--- src/rtl/fx_pkg.sv ---
// fx_pkg: Q8.8 fixed-point constants, element/matrix types and identity helper.
package fx_pkg;
    localparam int FRAC_BITS = 8;
    localparam int DATA_W    = 16;
    localparam logic [DATA_W-1:0] FX_ONE = DATA_W'(1 << FRAC_BITS);

    typedef logic signed [DATA_W-1:0] fx_t;
    typedef logic [15:0][DATA_W-1:0] mat4_t;

    function automatic mat4_t mat_identity();
        mat4_t m;
        m = '0;
        m[0]  = FX_ONE;
        m[5]  = FX_ONE;
        m[10] = FX_ONE;
        m[15] = FX_ONE;
        return m;
    endfunction
endpackage

--- src/rtl/fx_neg.sv ---
// fx_neg: combinational Q8.8 negate; VIEW_MATRIX_SAT_NEG_EN clamps -(-128.0) to +127.996.
import fx_pkg::*;

module fx_neg (
    input  fx_t i_v,
    output fx_t o_v
);
`ifdef VIEW_MATRIX_SAT_NEG_EN
    assign o_v = (i_v == 16'sh8000) ? 16'sh7FFF : ~i_v + 16'sd1;
`else
    assign o_v = ~i_v + 16'sd1;
`endif
endmodule

--- src/rtl/view_matrix_gen.sv ---
// view_matrix_gen: registered 4x4 camera translation matrix in Q8.8.
// Optional macro VIEW_MATRIX_SAT_NEG_EN selects saturating negation in fx_neg.
import fx_pkg::*;

module view_matrix_gen (
    input  logic                Clk,
    input  logic                Reset,
    input  logic                in_valid,
    input  logic [15:0]         x_pos,
    input  logic [15:0]         y_pos,
    input  logic [15:0]         z_pos,
    output logic [15:0][15:0]   view_matrix,
    output logic                out_valid
);
    fx_t w_nx, w_ny, w_nz;
    fx_t r_nx, r_ny, r_nz;
    logic r_valid;

    fx_neg u_neg_x (.i_v(fx_t'(x_pos)), .o_v(w_nx));
    fx_neg u_neg_y (.i_v(fx_t'(y_pos)), .o_v(w_ny));
    fx_neg u_neg_z (.i_v(fx_t'(z_pos)), .o_v(w_nz));

    // Only the translation column is stored; zeroed translation yields identity.
    always_ff @(posedge Clk) begin
        if (Reset) begin
            r_nx    <= '0;
            r_ny    <= '0;
            r_nz    <= '0;
            r_valid <= 1'b0;
        end else begin
            r_valid <= in_valid;
            if (in_valid) begin
                r_nx <= w_nx;
                r_ny <= w_ny;
                r_nz <= w_nz;
            end
        end
    end

    always_comb begin
        view_matrix     = mat_identity();
        view_matrix[3]  = r_nx;
        view_matrix[7]  = r_ny;
        view_matrix[11] = r_nz;
    end

    assign out_valid = r_valid;
endmodule

--- config.mk ---
export PLATFORM = sky130hd
export DESIGN_NAME = view_matrix_gen
export DESIGN_NICKNAME = d
export VERILOG_FILES = /design/src/rtl/fx_pkg.sv /design/src/rtl/fx_neg.sv /design/src/rtl/view_matrix_gen.sv
export SDC_FILE = /design/constraint.sdc
export NUM_CORES = 1
export LEC_CHECK = 0
export CORE_AREA = 2 2 119 121
export DETAILED_ROUTE_END_ITERATION = 12
export DIE_AREA = 0 0 121 123
export DONT_BUFFER_PORTS = 1
export HOLD_SLACK_MARGIN = 0.06
export PLACE_DENSITY = 0.48
export REMOVE_ABC_BUFFERS = 1
export SLEW_MARGIN = 20
export SYNTH_ARGS = -nofsm -noshare
export SYNTH_HDL_FRONTEND = slang
export SYNTH_HIERARCHICAL = 1
export SYNTH_SLANG_ARGS = --single-unit
--- constraint.sdc ---
create_clock -name Clk -period 2.5 [get_ports Clk]
set_clock_uncertainty 0.15 [all_clocks]
set_input_delay 0.75 -clock Clk [delete_from_list [all_inputs] [get_ports Clk]]
set_output_delay 0.75 -clock Clk [all_outputs]
set_load 0.005 [all_outputs]
* Yosys cells after proc, flatten, opt, wreduce, memory -nomap -nowiden
Index checks and enable logic that the tools add are counted.
Word-level totals: input bits 51, register bits 49
Operators by class: bitwise gates (word level) 3, add/subtract/negate cells 3
Operators with widths (number):
- $add A16 B2 Y16 const B | 3
- $not A16 Y16 | 3

* Longest topological paths before layout
depth after elaboration 2, gate-level depth with buffers 8, depth with buffers taken out 8

* Modules after synthesis
The synthesis kept the hierarchy.
Modules (own cells, without submodules):
- view_matrix_gen | area each 3306.9 sq um, times used 1, sequential area each 980.9 sq um, cells each 367
- fx_neg | area each 295.3 sq um, times used 3, sequential area each 0.0 sq um, cells each 37

* Least setup slack after synthesis
No wires, ideal clock.
path kind input to register, start point in y_pos[0], end point reg r_ny[10], library setup time 128 ps, slack 412 ps, cell stages on the path 8, arrival 1810 ps, cells stage by stage inv_1 ha_1 nor3b_2 nand3b_2 nor4_1 xnor2_1 mux2i_1 nor2_1
Between the ends: word-level cells in the longest chain between the ends 2
RTL lines:
- start: declaration | RTL line view_matrix_gen.sv:10 | input logic [15:0] y_pos,
- $not A16 Y16 | RTL line fx_neg.sv:11 | assign o_v = ~i_v + 16'sd1;
- $add A16 B2 Y16 | RTL line fx_neg.sv:11
- named net w_ny[10] | RTL line view_matrix_gen.sv:15 | fx_t w_nx, w_ny, w_nz;
- end signal: assignment | RTL line view_matrix_gen.sv:34 | r_ny <= w_ny;
- end: declaration | RTL line view_matrix_gen.sv:16 | fx_t r_nx, r_ny, r_nz;
The timed path passes the listed nets, and every way through them passes these cells. A chain may end at the register's enable or synchronous reset.

* Final worst setup path
Same ends and word-level chain as after synthesis.

==> results.yml <==
yosys:
  synth_cell_types: 26
  yosysTopAreaCellShare: 0.383
  yosysWarnings: 6
  yosysTopAreaCell: "buf_4"
  syn_inst: 478
  avgSynthCellArea_sq_um: 8.77
  synth_seq_area_share: 0.234
  synth_area_leaders: "buf_4, dfxtp_1, mux2i_1, xnor2_1, nor2_1"
  ys_ff_latch: 49
  synth_area_sq_um: 4190
placement:
  place_congestion: 0.699
  place_hpwl_mm: 5.98
  place_inst: 644
  numPortBuffers: 0
worst_setup_path:
  cp.required_ns: 2.53
  cp-start-kind: "primary input"
  cp_max_fo: 4
  cp-end-kind: "flip-flop"
  crit_buf_inv: 1
  crit_family: "simple AND/OR/NAND/NOR gates"
  worstRegToRegCells: 2
  worstPathArrival_ns: 2.01
  critPathKind: "in -> reg"
  slowest_delay_ns: 0.30
  crit_chain: "inv_1 > ha_1 > nor3b_2 > nand3b_2 > nor4_1 > xnor2_1 > mux2i_1 > nor2_1"
  crit_cells: 8
  worst_path_max_delay_cell: "nor4_1"
timing:
  fin_crit_ns: 1.97
  setup_tns_ns: 0
  finalHoldViolCount: 0
  rsz0062_at_grt: "false"
  period_share: 0.789
  setup_viol: 0
  max_freq_mhz: 507
  maxSlewViolCount: 0
route:
  drt-pass1-iter-count: 4
  wl_per_cell_microns: 11.6
  drt_iter0_drc: 48
  vias_per_cell: 3.56
  drc: 0
  wl_mm: 7.56
  ant_nets: 0
  vias: 2316
grt:
  overflow: 0
  grt_max_degree: 50
  grt_use_total: 0.0894
  antenna_found_initial: 0
  grt_pass1_wl_mm: 10.3
  grt_pass1_vias: 1931
clock_tree:
  cts_hold_buf: 0
  clock_path_buffers: 2
  clk_latency_ns: 0.29
  cts_resized: 0
  root_buffer: "clkbuf_16"
  clkSinkCount: 49
  cts_made_buffers: 5
  clk_pin_slew_ns: 0.07
  cts_setup_buffers: 0
  htreeDepth: 2
  cts_tree: "done"
pwr:
  pwr_density_cell_nw_per_um2: 478
  power_uw: 1750
  p_leak_uw: 0.00174
  vdd_drop_max_mv: 0.272
worst_hold_path:
  hp-class: "in -> reg"
  whs_path_depth: 1
floorplanning:
  pin_count: 308
  initial_core_util: 0.308
  die_w_microns: 121
  die-area_sq_um: 14900
  core_sq_um: 13600
  die_h_microns: 123
  rows: 43
run:
  drv_cap: 0
status:
  status: "finished clean"
layout:
  drive_gt1_frac: 0.0617
  fill_cells: 1472
  layout.cells.non_filler: 650
  syn_to_final_growth_pct: -12.7
  antenna_cells: 0
  final_nets: 525
## state kept, by name, summed over array words and instances (netlist names)
| register | cells |
|---|---|
| r_nx | 16 |
| r_nz | 16 |
| out_valid | 1 |
| r_ny | 16 |
## cells in the mapped netlist
cell      count
buf_8         1
nor4_2        6
buf_2         2
nand2_1       6
nor3b_2       6
nor2_1       63
nor2b_1       1
buf_12        1
nor4_1        3
nor3_1        3
xnor2_1      30
nand3b_2      3
dfxtp_1      49
clkbuf_1      3
buf_4       214
ha_1          3
nand3_2       3
nor3b_1       3
inv_1         6
nand4_1       3
conb_1        2
or3_1         3
nor3_4        3
buf_6         1
xor2_1       12
mux2i_1      48
## final cells by class
cell class / instances / area [sq um] / area share
Inverter: 6 / 22.5 / 0.00615
Tap cell: 180 / 225 / 0.0615
Multi-Input combinational cell: 407 / 2290 / 0.625
Timing Repair Buffer: 2 / 15.0 / 0.00410
Clock inverter: 1 / 5.00 / 0.00137
Clock buffer: 5 / 125 / 0.0342
Sequential cell: 49 / 981 / 0.268
## cells in the final DEF, fill, tap and decap left out, types with 5 or more instances in the layout
master and n:
nor4_2 6, xor2_1 12, nand2_1 6, nor2_1 63, mux2i_1 48, clkbuf_16 5, conb_1 208, dfxtp_1 49
inv_1 6, nor3b_2 6, xnor2_1 30
## power by group
group	internal, uW	switching, uW	leakage, uW	total (uW)
clock network	359	300	0.0000655	659
registers	831	42.0	0.000405	873
logic	89.1	131	0.00127	220
total	1280	473	0.00174	1750
## cell families after synthesis
group,count (synthesis),synth area share
AND/OR/NAND/NOR,106,0.148
adder cells (fa/ha/maj),3,0.00895
buffers and inverters,228,0.405
flip-flops,49,0.234
XOR/XNOR,42,0.0877
other,2,0.00179
multiplexers,48,0.115
## path summary, 6_finish.rpt
check | startpoint | to | slack [ns]
max | y_pos[0] | r_ny[10] | 0.53
min | Reset | r_nz[13] | 0.37
max reg2reg | r_ny[0] | r_ny[0] | 1.71
min reg2reg | r_nx[9] | r_nx[9] | 0.38
## stage by stage
step | hold WS (ns) | util | setup WS (ns) | cell area [sq um]
floorplan | 0.335 | - | 0.425 | 3290
global placement | 0.358 | 0.259 | 0.256 | 3530
detailed placement | 0.367 | 0.259 | 0.227 | 3530
CTS | 0.365 | 0.269 | 0.530 | 3660
global route | 0.358 | 0.269 | 0.381 | 3660
finish | 0.373 | 0.269 | 0.528 | 3660
## metal layers
layer  up-vias  share of wire  GRT usage
met2       160           0.50      0.150
met3         8           0.14     0.0457
met4         0          0.015     0.0334
li1       1094              -          -
met1      1054           0.34     0.0963
met5         -              0          0
Power figures use the tool's default switching activity.
